$ cat config.mk
export PLATFORM = sky130hd
export DESIGN_NAME = hamming_secded_stream_decoder
export DESIGN_NICKNAME = d
export VERILOG_FILES = /design/src/rtl/secded_pkg.sv /design/src/rtl/secded_syndrome_calc.sv /design/src/rtl/hamming_secded_stream_decoder.sv
export SDC_FILE = /design/constraint.sdc
export NUM_CORES = 1
export LEC_CHECK = 0
export BUFFER_PORTS_ARGS = -buffer_cell sky130_fd_sc_hd__buf_2
export CORE_MARGIN = 2
export CORE_UTILIZATION = 41
export DETAILED_ROUTE_END_ITERATION = 16
export PLACE_DENSITY = 0.66
export SETUP_SLACK_MARGIN = 0.1
export SKIP_CTS_REPAIR_TIMING = 1
export SYNTH_ARGS = -nofsm -noshare
export SYNTH_HDL_FRONTEND = slang
export SYNTH_SLANG_ARGS = --single-unit
export TNS_END_PERCENT = 20
$ cat constraint.sdc
create_clock -name clk -period 4.54 [get_ports clk]
set_clock_uncertainty 0.2 [all_clocks]
set_input_delay 0.908 -clock clk [delete_from_list [all_inputs] [get_ports clk]]
set_output_delay 0.908 -clock clk [all_outputs]
set_load 0.005 [all_outputs]
$ cat src/rtl/secded_pkg.sv
// Shared widths, bit-position tables and result classes for the
// Hamming(12,8)+overall-parity SECDED stream decoder.
package secded_pkg;

   localparam int CW_W   = 13;
   localparam int HAM_W  = 12;
   localparam int DATA_W = 8;
   localparam int SYN_W  = 4;

   // Codeword index i carries Hamming position i+1.
   localparam int PARITY_IDX [SYN_W]  = '{0, 1, 3, 7};
   localparam int DATA_IDX   [DATA_W] = '{2, 4, 5, 6, 8, 9, 10, 11};

   typedef enum logic [1:0] {
      CLS_CLEAN = 2'd0,
      CLS_CE    = 2'd1,
      CLS_UE    = 2'd2
   } secded_class_e;

   function automatic logic [DATA_W-1:0] extract_data(input logic [CW_W-1:0] cw);
      logic [DATA_W-1:0] d;
      for (int i = 0; i < DATA_W; i++) begin
         d[i] = cw[DATA_IDX[i]];
      end
      return d;
   endfunction

endpackage

$ cat src/rtl/secded_syndrome_calc.sv
// Combinational Hamming syndrome and overall-parity check of one codeword.
module secded_syndrome_calc
   import secded_pkg::*;
(
   input  logic [CW_W-1:0]  codeword_i,
   output logic [SYN_W-1:0] syndrome_o,
   output logic             overall_o
);

   // Parity bit k sits at position 2^k, so it covers positions with bit k set.
   always_comb begin
      syndrome_o = '0;
      for (int k = 0; k < SYN_W; k++) begin
         for (int j = 0; j < HAM_W; j++) begin
            if (((j + 1) & (PARITY_IDX[k] + 1)) != 0) begin
               syndrome_o[k] = syndrome_o[k] ^ codeword_i[j];
            end
         end
      end
   end

   assign overall_o = ^codeword_i;

endmodule

$ cat src/rtl/hamming_secded_stream_decoder.sv
// Two-stage SECDED stream decoder with valid/ready flow control,
// saturating CE/UE counters and a sticky first-UE capture.
module hamming_secded_stream_decoder
   import secded_pkg::*;
#(
   parameter int CNT_WIDTH = 16
) (
   input  logic                 clk,
   input  logic                 rst_n,
   input  logic                 in_valid,
   output logic                 in_ready,
   input  logic [CW_W-1:0]      in_codeword,
   input  logic [7:0]           in_tag,
   output logic                 out_valid,
   input  logic                 out_ready,
   output logic [DATA_W-1:0]    out_data,
   output logic [7:0]           out_tag,
   output logic [SYN_W-1:0]     out_syndrome,
   output logic                 out_ce,
   output logic                 out_ue,
   output logic [CNT_WIDTH-1:0] ce_count,
   output logic [CNT_WIDTH-1:0] ue_count,
   input  logic                 clr_counts,
   output logic                 err_irq,
   input  logic                 irq_clear,
   output logic [7:0]           first_ue_tag,
   output logic                 first_ue_valid
);

   logic [SYN_W-1:0] in_syn;
   logic             in_ovr;

   secded_syndrome_calc u_syn (
      .codeword_i (in_codeword),
      .syndrome_o (in_syn),
      .overall_o  (in_ovr)
   );

   logic                 s1_valid_q, s2_valid_q;
   logic [CW_W-1:0]      s1_cw_q;
   logic [7:0]           s1_tag_q, s2_tag_q;
   logic [SYN_W-1:0]     s1_syn_q, s2_syn_q;
   logic                 s1_ovr_q, s2_ce_q, s2_ue_q;
   logic [DATA_W-1:0]    s2_data_q, s2_data_d;
   logic [CNT_WIDTH-1:0] ce_cnt_q, ce_cnt_d, ue_cnt_q, ue_cnt_d;
   logic                 irq_q, irq_d, fv_q, fv_d;
   logic [7:0]           ftag_q, ftag_d;
   logic                 en1, en2, out_hs;
   secded_class_e        s2_cls_d;
   logic [CW_W-1:0]      fix_cw;

   assign en2      = !s2_valid_q || out_ready;
   assign en1      = !s1_valid_q || en2;
   assign in_ready = en1;
   assign out_hs   = s2_valid_q && out_ready;

   // Only a single error inside the Hamming part is flipped; bit 12 alone leaves data as is.
   always_comb begin
      s2_cls_d = CLS_UE;
      fix_cw   = s1_cw_q;
      if (!s1_ovr_q) begin
         if (s1_syn_q == '0) s2_cls_d = CLS_CLEAN;
      end else if (s1_syn_q == '0) begin
         s2_cls_d = CLS_CE;
      end else if (s1_syn_q <= 4'd12) begin
         s2_cls_d = CLS_CE;
         fix_cw   = s1_cw_q ^ (CW_W'(1) << (s1_syn_q - 4'd1));
      end
   end

   assign s2_data_d = extract_data(fix_cw);

   always_comb begin
      ce_cnt_d = ce_cnt_q;
      ue_cnt_d = ue_cnt_q;
      if (clr_counts) begin
         ce_cnt_d = '0;
         ue_cnt_d = '0;
      end else if (out_hs) begin
         if (s2_ce_q && ce_cnt_q != '1) ce_cnt_d = ce_cnt_q + CNT_WIDTH'(1);
         if (s2_ue_q && ue_cnt_q != '1) ue_cnt_d = ue_cnt_q + CNT_WIDTH'(1);
      end
   end

   // A UE handshake beats a same-cycle irq_clear, and re-arms the capture.
   always_comb begin
      irq_d  = irq_q;
      fv_d   = fv_q;
      ftag_d = ftag_q;
      if (out_hs && s2_ue_q) begin
         irq_d = 1'b1;
         fv_d  = 1'b1;
         if (!fv_q || irq_clear) ftag_d = s2_tag_q;
      end else if (irq_clear) begin
         irq_d = 1'b0;
         fv_d  = 1'b0;
      end
   end

   always_ff @(posedge clk or negedge rst_n) begin
      if (!rst_n) begin
         s1_valid_q <= 1'b0;
         s1_cw_q    <= '0;
         s1_tag_q   <= '0;
         s1_syn_q   <= '0;
         s1_ovr_q   <= 1'b0;
         s2_valid_q <= 1'b0;
         s2_data_q  <= '0;
         s2_tag_q   <= '0;
         s2_syn_q   <= '0;
         s2_ce_q    <= 1'b0;
         s2_ue_q    <= 1'b0;
         ce_cnt_q   <= '0;
         ue_cnt_q   <= '0;
         irq_q      <= 1'b0;
         fv_q       <= 1'b0;
         ftag_q     <= '0;
      end else begin
         if (en1) begin
            s1_valid_q <= in_valid;
            if (in_valid) begin
               s1_cw_q  <= in_codeword;
               s1_tag_q <= in_tag;
               s1_syn_q <= in_syn;
               s1_ovr_q <= in_ovr;
            end
         end
         if (en2) begin
            s2_valid_q <= s1_valid_q;
            if (s1_valid_q) begin
               s2_data_q <= s2_data_d;
               s2_tag_q  <= s1_tag_q;
               s2_syn_q  <= s1_syn_q;
               s2_ce_q   <= (s2_cls_d == CLS_CE);
               s2_ue_q   <= (s2_cls_d == CLS_UE);
            end
         end
         ce_cnt_q <= ce_cnt_d;
         ue_cnt_q <= ue_cnt_d;
         irq_q    <= irq_d;
         fv_q     <= fv_d;
         ftag_q   <= ftag_d;
      end
   end

   assign out_valid      = s2_valid_q;
   assign out_data       = s2_data_q;
   assign out_tag        = s2_tag_q;
   assign out_syndrome   = s2_syn_q;
   assign out_ce         = s2_ce_q;
   assign out_ue         = s2_ue_q;
   assign ce_count       = ce_cnt_q;
   assign ue_count       = ue_cnt_q;
   assign err_irq        = irq_q;
   assign first_ue_valid = fv_q;
   assign first_ue_tag   = ftag_q;

endmodule

==> flow_summary.json <==
{
  "status": "completed",
  "synth_cells": 383,
  "cts_tree": "yes",
  "critPathLaunch": "out_ready",
  "critical_path_depth": 3,
  "pre_cts_slack_ns": 1.767,
  "first_pass_iters": 4,
  "cp_common_cell": "buf_2",
  "grt_pass1_wl_mm": 15.10,
  "ir_worst_vdd_uv": 219.4,
  "hp-class": "reg -> reg",
  "antenna_found_initial": 0,
  "viasPerCell": 5.395,
  "pwr-share-seq_pct": 51.5,
  "wl_mm": 9.100,
  "path_delay_family": "buffers and inverters",
  "syn_area_per_cell_sq_um": 11.17,
  "first_iter_violations": 164,
  "grt_start_max_net_pins": 87,
  "crit_type": "in -> out",
  "p_int_mw": 1.354,
  "cts-buffers-inserted": 9,
  "slew_headroom_pct": 26.93,
  "cp.buffers_inverters": 2,
  "place_hpwl_mm": 6.251,
  "fin_tns_setup_ns": 0,
  "htree_levels": 3,
  "fin_nets": 495,
  "die_h_microns": 106.1,
  "grt_overflow": 0,
  "p_leak_nw": 2.215,
  "final.setup.worst_slack_ns": 2.002,
  "crit_arrival_ns": 1.43,
  "seq_area_frac_synth_pct": 50.32,
  "slowest_stage": "nand3b_1",
  "cp-end-kind": "output port",
  "timing.fmax_ghz": 0.3940,
  "ys_ff_latch": 86,
  "min_period_ns": 2.538,
  "cts_root_buf": "clkbuf_8",
  "clk_pin_slew_ns": 0.10,
  "crit_path_max_incr_delay_ns": 0.21,
  "final_common_cell": "buf_2",
  "grt_pass1_vias": 3009,
  "start_util_pct": 41.80,
  "io_pins": 93,
  "syn_area_sq_um": 4277,
  "place_congestion": 0.7370,
  "wl_per_cell_microns": 14.99,
  "yosysWarnings": 0,
  "mostFrequentLayoutCells": "91 x buf_2, 86 x dfrtp_1, 37 x mux2_2",
  "setup_viol": 0,
  "syn_nets": 412,
  "rsz0062_at_grt": "no",
  "dieArea_sq_um": 11260,
  "max_cap_viol_count": 0,
  "regToRegSetupSlack_ns": 2.21,
  "grt_usage_pct": 16.41,
  "combPwrFrac_pct": 21.6,
  "cts_buffer_depth": 2,
  "vias": 3275,
  "drive_gt1_share_pct": 33.97,
  "clkSinkCount": 86,
  "num_rows": 37,
  "required_ns": 3.43,
  "drcViolationCount": 0,
  "finalCritPeriodShare_pct": 55.90,
  "clockPowerShare_pct": 26.9,
  "synth_edf_count": 0,
  "r2r_cells": 5,
  "p_switching_mw": 0.6333,
  "crit_chain": "buf_2 -> nand3b_1 -> buf_2",
  "synthFlopType": "dfrtp_1",
  "hold_viol": 0,
  "worstSetupStartpointType": "primary input",
  "coreArea_sq_um": 10230,
  "clock_latency_ns": 0.35,
  "swShare_pct": 31.87,
  "crit_fanout": 7,
  "r2r-end": "ce_count[8]",
  "syn_to_final_growth_pct": 16.94,
  "endpoint": "in_ready",
  "synthArstFlopShare_pct": 100.0,
  "antenna_cells": 0,
  "ant_nets": 0,
  "final_max_slew_viol_count": 0,
  "portBuffers": 92,
  "r2r_start": "ce_count[0]",
  "synth.distinct_cells": 48,
  "p_per_area_nw_per_um2": 397.3,
  "worstMarginPinSlew_ns": 1.096,
  "die_x_microns": 106.1
}
-- cell type report --
class                      instances  area [sq um]
sequential                        86          2152
inverter                           8         30.03
multi-input combinational        269          1988
fill                             963          5230
clock inverter                     7         73.82
clock buffer                       9         123.9
tap                              136         170.2
timing repair buffer              92         462.9
-- how the worst min path moves through the flow --
stage                 from          end  slack (ns)  depth (start not counted)
6_report       out_data[1]  out_data[1]        0.29                          2
3_5_place_dp   out_data[1]  out_data[1]        0.27                          2
2_1_floorplan   s1_valid_q    out_valid        0.26                          1
5_1_grt        out_data[1]  out_data[1]        0.32                          2
4_1_cts        out_data[1]  out_data[1]        0.29                          2
3_3_place_gp   out_data[7]  out_data[7]        0.27                          2
-- cell families after synthesis --
kind of cell	synth area share, %
xor+xnor	6.671
buf+inv	3.189
fa+ha+maj	0.5850
mux	10.09
flops	50.32
compound gates	11.09
simple gates	18.05
-- metrics by stage --
stage               utilization (%)  total power [mW]  cells  cell area [sq um]  hold slack (ns)
finish                        48.88             1.987    607               5001           0.2854
global route                  48.88             2.107    607               5001           0.3176
CTS                           48.88             2.017    607               5001           0.2887
detailed placement            46.95             1.474    591               4803           0.2656
global placement              46.95             1.458    591               4803           0.2668
floorplan                         -             1.277    383               4277           0.2572
-- metal layers --
| layer | track usage (%) | part of all wire, % |
|---|---|---|
| met1 | 23.37 | 48 |
| met2 | 26.01 | 47 |
| met5 | 0 | 0 |
| met4 | 3.289 | 0.53 |
| met3 | 3.495 | 4.7 |
-- worst min-delay path, stage by stage, from the launching register on --
cell	delay, ns
dfrtp_1	0.35
nand2_1	0.05
o21ai_0	0.06
-- synth_stat cells, drive strengths merged, types with 3 or more instances --
master,number,area share (%)
nand3b,4,0.70
nand2,30,2.6
nand3,11,1.3
nand4,10,2.3
xnor3,3,1.6
a21oi,30,3.5
o21ai,25,2.9
nor3,4,0.59
nand2b,3,0.44
xor2,9,1.8
or3,8,1.2
mux2,38,10
and4,5,1.1
dfrtp,86,50
and3,5,0.73
o31ai,22,3.9
inv,8,0.70
nor2,7,0.61
clkbuf,12,1.3
xnor2,15,3.2
buf,8,1.2
or4,21,3.8
nor3b,3,0.53
-- power groups by stage --
stage | Sequential [mW] | Combinational (mW) | Clock, mW
global placement | 1.03 | 0.428 | 0
detailed placement | 1.03 | 0.440 | 0
floorplan | 1.00 | 0.274 | 0
finish | 1.02 | 0.428 | 0.535
global route | 1.04 | 0.483 | 0.581
CTS | 1.02 | 0.440 | 0.556
-- registers in the layout (all words and copies together) (netlist names) --
signal / cells
s1_valid_q: 1
s1_tag_q: 8
first_ue_tag: 8
s1_syn_q: 4
first_ue_valid: 1
out_ue: 1
s1_ovr_q: 1
out_data: 8
s1_cw_q: 8
ue_count: 16
out_tag: 8
out_ce: 1
out_valid: 1
out_syndrome: 4
ce_count: 16
No activity file was read; power rests on OpenSTA's default activity.
